[src/rtl/fft_addr_gen.sv]
// fft_addr_gen: butterfly top/bottom address and twiddle index generator for one FFT stage
module fft_addr_gen #(
    parameter int ADDR_W = 10,
    parameter int TW_W   = 9
) (
    input  logic              clk,
    input  logic              i_resetn,
    input  logic [2:0]        i_point_configuration,
    input  logic              i_working,
    input  logic              i_new_stage_trigger,
    input  logic [9:0]        i_calcs_per_group,
    input  logic [9:0]        i_stride,
    input  logic [7:0]        i_stride_index_offset,
    input  logic              i_ready,
    output logic              o_valid,
    output logic [ADDR_W-1:0] o_addr_top,
    output logic [ADDR_W-1:0] o_addr_bot,
    output logic [TW_W-1:0]   o_tw_index,
    output logic              o_last,
    output logic              o_stage_done,
    output logic              o_busy,
    output logic              o_cfg_err
);
    typedef enum logic [1:0] {IDLE, RUN, DONE} state_t;
    state_t state, state_nxt;
    logic [10:0]       n_full;
    logic              legal, start, run, accept, last_beat;
    logic [9:0]        last_n, c_reg, k, n;
    logic [ADDR_W-1:0] s_reg, b;
    logic [7:0]        t_reg;
    logic [TW_W-1:0]   t;
    logic              cfg_err;
    assign n_full    = 11'd16 << i_point_configuration;
    assign legal     = i_point_configuration != 3'd7 && |i_calcs_per_group && |i_stride
                       && {1'b0, i_stride} < n_full;
    assign start     = state == IDLE && i_new_stage_trigger && i_working && legal;
    assign run       = state == RUN;
    assign accept    = run && i_ready && i_working;
    assign last_beat = n == last_n;
    always_ff @(posedge clk) begin
        if (!i_resetn) state <= IDLE;
        else           state <= state_nxt;
    end
    always_comb begin
        state_nxt = state;
        unique case (state)
            IDLE:    state_nxt = start ? RUN : IDLE;
            RUN:     state_nxt = !i_working ? IDLE : (i_ready && last_beat) ? DONE : RUN;
            default: state_nxt = IDLE;
        endcase
    end
    always_ff @(posedge clk) begin
        if (!i_resetn) begin
            last_n  <= '0;
            c_reg   <= '0;
            s_reg   <= '0;
            t_reg   <= '0;
            b       <= '0;
            k       <= '0;
            t       <= '0;
            n       <= '0;
            cfg_err <= 1'b0;
        end else begin
            cfg_err <= state == IDLE && i_new_stage_trigger && i_working && !legal;
            if (start) begin
                last_n <= n_full[10:1] - 10'd1;
                c_reg  <= i_calcs_per_group;
                s_reg  <= ADDR_W'(i_stride);
                t_reg  <= i_stride_index_offset;
                b      <= '0;
                k      <= '0;
                t      <= '0;
                n      <= '0;
            end else if (accept) begin
                n <= n + 10'd1;
                // group wrap: restart twiddles and jump over the bottom half of this group
                if (k == c_reg - 10'd1) begin
                    k <= '0;
                    t <= '0;
                    b <= b + (s_reg << 1);
                end else begin
                    k <= k + 10'd1;
                    t <= t + TW_W'(t_reg);
                end
            end
        end
    end
    assign o_valid      = run;
    assign o_busy       = run;
    assign o_addr_top   = run ? b + ADDR_W'(k) : '0;
    assign o_addr_bot   = run ? b + ADDR_W'(k) + s_reg : '0;
    assign o_tw_index   = run ? t : '0;
    assign o_last       = run && last_beat;
    assign o_stage_done = state == DONE;
    assign o_cfg_err    = cfg_err;
endmodule
[config.mk]
export PLATFORM = sky130hd
export DESIGN_NAME = fft_addr_gen
export DESIGN_NICKNAME = d
export VERILOG_FILES = /design/src/rtl/fft_addr_gen.sv
export SDC_FILE = /design/constraint.sdc
export NUM_CORES = 1
export LEC_CHECK = 0
export CAP_MARGIN = 20
export CORE_MARGIN = 2
export CORE_UTILIZATION = 47
export CTS_BUF_LIST = sky130_fd_sc_hd__clkbuf_4
export CTS_CLUSTER_SIZE = 40
export DETAILED_ROUTE_END_ITERATION = 10
export PLACE_DENSITY = 0.7
export SYNTH_ARGS = -nofsm -noshare
export SYNTH_HDL_FRONTEND = slang
export SYNTH_SLANG_ARGS = --single-unit
[constraint.sdc]
create_clock -name clk -period 4.5 [get_ports clk]
set_input_delay 1.35 -clock clk [delete_from_list [all_inputs] [get_ports clk]]
set_output_delay 1.35 -clock clk [all_outputs]
set_load 0.01 [all_outputs]
# After elaboration in Yosys (flattened, before gate mapping)

Cells that the tools add are included.

Bits in registers: 80
Input bits: 36
Output and inout bits: 34
Word-level logic and storage cells: 52

$add $sub $neg: 8
Order comparisons: 1
Eq/ne operators: 5
Shift operators: 1
Muxes and demuxes: 9
Bitwise logic cells: 1
Reduce and logical (&&, ||, !) cells: 17

Operator list:

| operator                                                              | number |
|---|---|
| 10-bit adder                                                          | 3 |
| 10-bit 2-to-1 mux                                                     | 3 |
| 10-bit by 1-bit adder with 10-bit output, second input constant       | 2 |
| 10-bit equality test                                                  | 2 |
| 10-bit OR reduction                                                   | 2 |
| 10-bit by 1-bit subtractor with 10-bit output, second input constant  | 2 |
| 9-bit 2-to-1 mux                                                      | 2 |
| 1-bit logical AND                                                     | 11 |
| 10-bit by 11-bit < comparator with 1-bit output                       | 1 |
| 5-bit by 3-bit left shift with 11-bit output, first input constant    | 1 |
| 9-bit by 8-bit adder with 9-bit output                                | 1 |
| 2-bit 2-to-1 mux                                                      | 2 |
| 2-bit one-hot mux with 2 select lines                                 | 1 |
| 3-bit != test, second input constant                                  | 1 |
| 2-bit by 1-bit equality test with 1-bit output, second input constant | 1 |
| 2-bit equality test, second input constant                            | 1 |
| 2-bit zero test                                                       | 1 |
| 2-bit AND reduction                                                   | 1 |
| 2-bit OR reduction                                                    | 1 |
| 1-bit zero test                                                       | 1 |
| 1-bit 2-to-1 mux                                                      | 1 |
| 1-bit inverter                                                        | 1 |

# Longest topological paths before layout

Word-level depth: 7
Gate-level depth with buffers: 15
Mapped depth without buffers: 15

# Worst setup path after synthesis

Ideal clock, no wire load.

Path type: reg2out
Start: reg k[2]
End: out o_addr_bot[9]
Data arrival time: 2.795 ns
Required time: 3.150 ns
Path slack: 0.355 ns
Cell stages (with the launch flop): 16
Buffers on the path: 0
Path through: dfxtp_1 ha_1 a21o_1 a21oi_1 nor2b_1 o21a_1 o41ai_1 xnor2_1 ha_1 o21ai_0 nand3b_1 o21ai_0 a31oi_1 o31ai_1 xor2_1 nor2_1

Longest elaborated chain between the ends: 3

Ends and longest elaborated chain:

| element                   | line | text |
|---|---|---|
| start: declaration        | 28   | `logic [9:0] last_n, c_reg, k, n;` |
| start signal: assignment  | 82   | `k <= k + 10'd1;` |
| 10-bit adder (2 in a row) | 91   | `assign o_addr_bot = run ? b + ADDR_W'(k) + s_reg : '0;` |
| 10-bit 2-to-1 mux         | 91   |  |
| end: declaration          | 17   | `output logic [ADDR_W-1:0] o_addr_bot,` |

No other way between the ends.

# Final worst setup path

Start: reg k[1]
End: out o_addr_bot[9]

The elaborated chain is that of the path after synthesis.

==> qor.txt <==
Status - finished, violations left
Failing checks - setup timing
Synth cell types - 55
Cell count after synthesis - 623
Slew Viols, Final - 0
Number of flip-flops in the largest register - 17
Initial antenna violation count - 0
Maximum number of pins on one net before global-route repair - 33
Diode count - 0
Startpoint type of the worst setup path - flip-flop
CP Max Fanout - 2
Area Overhead vs Synth - 25.2%
DP HPWL - 10.1 mm
Vias in the first global route - 4,629
Clock sink total - 77
Peak Freq - 215 MHz
Fin crit period - 4.66 ns
Drt total wl - 13.5 mm
Die width - 109 um
Die area - 11,900 um^2
GPL Wtd Cong - 0.886
Longest Clk Path Bufs - 2
H-tree levels - 3
Latest clock arrival within the worst-skew pair - 0.44 ns
Hold buffers post-CTS - 0
Hold Vio Cnt, Final - 0
Synthesized Nets - 706
Crit Path Class - reg2out
Global-route wire length before repair - 21.8 mm
CTS Root Cell - clkbuf_4
Syn Area/Cell - 8.36 um^2
Most frequent cells in the layout - 74 x dfxtp_1, 64 x clkdlybuf4s50_1, 61 x nand2_1, 49 x nor2_1, 40 x ha_1
Slew HR - 0.482
Post-DRT Antenna Nets - 0
Routed len/inst - 15.8 um
Initial DRC Count - 195
Commonest non-fill, non-tap cell in the layout - dfxtp_1
Cell row count - 38
RSZ-0062 raised after global routing - true
Critical path data required time - 3.15 ns
Final total power - 0.00134 W
Placed cell area - 6200 um^2
Final Skew - 0.0208 ns
Drt first pass iters - 4
Post-route cell area - 6520 um^2
Post-synth EDFFs - 0
Slew @ Worst Pin - 0.777 ns
CTS tree - yes
Sequential element share of the synthesized area - 0.296
Top-level port count - 70
Via count - 4,699
Yosys reg bits - 77
CP Data Arrival Time - 3.31 ns
Nets - 794
Final worst-path cycle share - 1.04
YS warnings - 0
Top FF cell, synth - dfxtp_1
Cts bufs inserted - 9
Total leakage power - 2.56 nW
Hold Crit Class - reg2reg
Filler Cells Inserted - 987
MaxCap Viol Count - 0
Endpoints failing setup - 3
Post-route core utilization - 0.601
Vias/cell - 5.49
VDD IR max - 0.157 mV
Global Route Usage Sum - 0.236
Clk slew on worst S/H paths - 0.12 ns
Cell Area, Synth - 5210 um^2
Core ar. - 10,800 um^2
Ys async rst share - 0
DRC violations left - 0
GRT Residual Overflow - 0
PortBufs - 69
Die height - 109 um
Final worst-path setup slack - -0.158 ns
CP Capture Type - output pin
Pwr Density - 205 nW/um^2
Share of cells above drive strength 1 - 0.128
Starting density of the core - 0.480
-- layout make-up --
class / count / area, um^2 / share of cell area
flip-flops and latches: 77 / 1550 / 0.237
clock buffers: 10 / 75.1 / 0.0115
clock inverters: 6 / 63.8 / 0.00979
well taps: 140 / 175 / 0.0269
multi-input cells: 501 / 3600 / 0.553
inverters: 17 / 63.8 / 0.00979
repair buffers: 105 / 992 / 0.152
-- metal layers --
layer	track usage	up-vias	routed length (um)
li1	-	2379	-
met1	0.290	2224	6040
met2	0.414	73	6760
met3	0.0371	23	477
met4	0.0886	0	224
met5	0	-	0
-- report_power, final --
part	leakage (nW)	total [W]	internal, W	switching, W
clock network	0.0724	0.000429	0.000174	0.000254
logic	1.86	0.000200	0.000102	0.0000982
registers	0.624	0.000711	0.000695	0.0000152
-- metrics by stage --
stage               hold WS, ns  setup slack [ns]  std cells  setup TNS, ns
floorplan                 0.444             0.355        623              0
global placement          0.452           -0.0394        833        -0.0394
detailed placement        0.471            -0.160        833         -0.160
CTS                       0.487            -0.114        852         -0.114
global route              0.513            -0.352        856         -0.848
finish                    0.483            -0.158        856         -0.305
-- final timing paths --
check / cells after the start / from / slack (ns) / to
hold reg to reg: 2 / t[5]$_SDFFE_PP0P_ / 0.48 / t[5]$_SDFFE_PP0P_
hold / removal: 2 / t[5]$_SDFFE_PP0P_ / 0.48 / t[5]$_SDFFE_PP0P_
setup / recovery: 16 / k[1]$_SDFFE_PP0P_ / -0.16 / o_addr_bot[9]
setup reg to reg: 9 / c_reg[0]$_SDFFE_PN0P_ / 1.81 / b[6]$_SDFFE_PP0P_
-- repair_timing --
item	in CTS	in global routing
setup endpoints to repair	5	5
buffers inserted	3	4
gates resized for setup	31	15
pin swaps	13	16
cloned	0	0
-- worst max-delay path, stage by stage (launching register included) --
cell and delay, ns:
dfxtp_2 0.36, ha_4 0.17, fa_2 0.39, a21o_1 0.22, a211oi_2 0.20, nor2_1 0.09, nor2_1 0.12, xnor2_1 0.10
ha_2 0.37, o21ai_2 0.05, nand3b_1 0.08, o21ai_1 0.07, a31oi_1 0.16, o31ai_1 0.12, xor2_1 0.17, nor2_1 0.08
buf_2 0.13
-- cell families (layout without fill, tap and decap cells) --
logic type                 count (synthesis)  after routing  share of synthesized area
AOI/OAI and AO/OA                        107            107                      0.141
xor gates and xnor gates                  59             59                     0.0993
adders and majority gates                 47             47                      0.119
buffers and inverters                     45            138                     0.0351
DFF                                       77             77                      0.296
muxes                                     24             24                     0.0469
and+or+nand+nor                          264            264                      0.263
-- cell usage after synthesis, types with 5 or more instances --
master / number / area [um^2]
dfxtp_1: 77 / 1540
nand2_1: 61 / 229
nor2_1: 50 / 188
ha_1: 43 / 538
xnor2_1: 37 / 324
a21oi_1: 31 / 155
nand3_1: 30 / 150
nor2b_1: 30 / 188
clkbuf_1: 22 / 82.6
xor2_1: 22 / 193
mux2i_1: 21 / 210
nor3_1: 21 / 105
and2_1: 19 / 119
inv_1: 17 / 63.8
o21ai_0: 14 / 70.1
a21boi_0: 13 / 97.6
nand4_1: 11 / 68.8
o211ai_1: 7 / 52.6
a21o_1: 6 / 45.0
o211a_1: 6 / 60.1
nor4_1: 5 / 31.3
or3_1: 5 / 31.3
(Power assumes the default switching activity.)
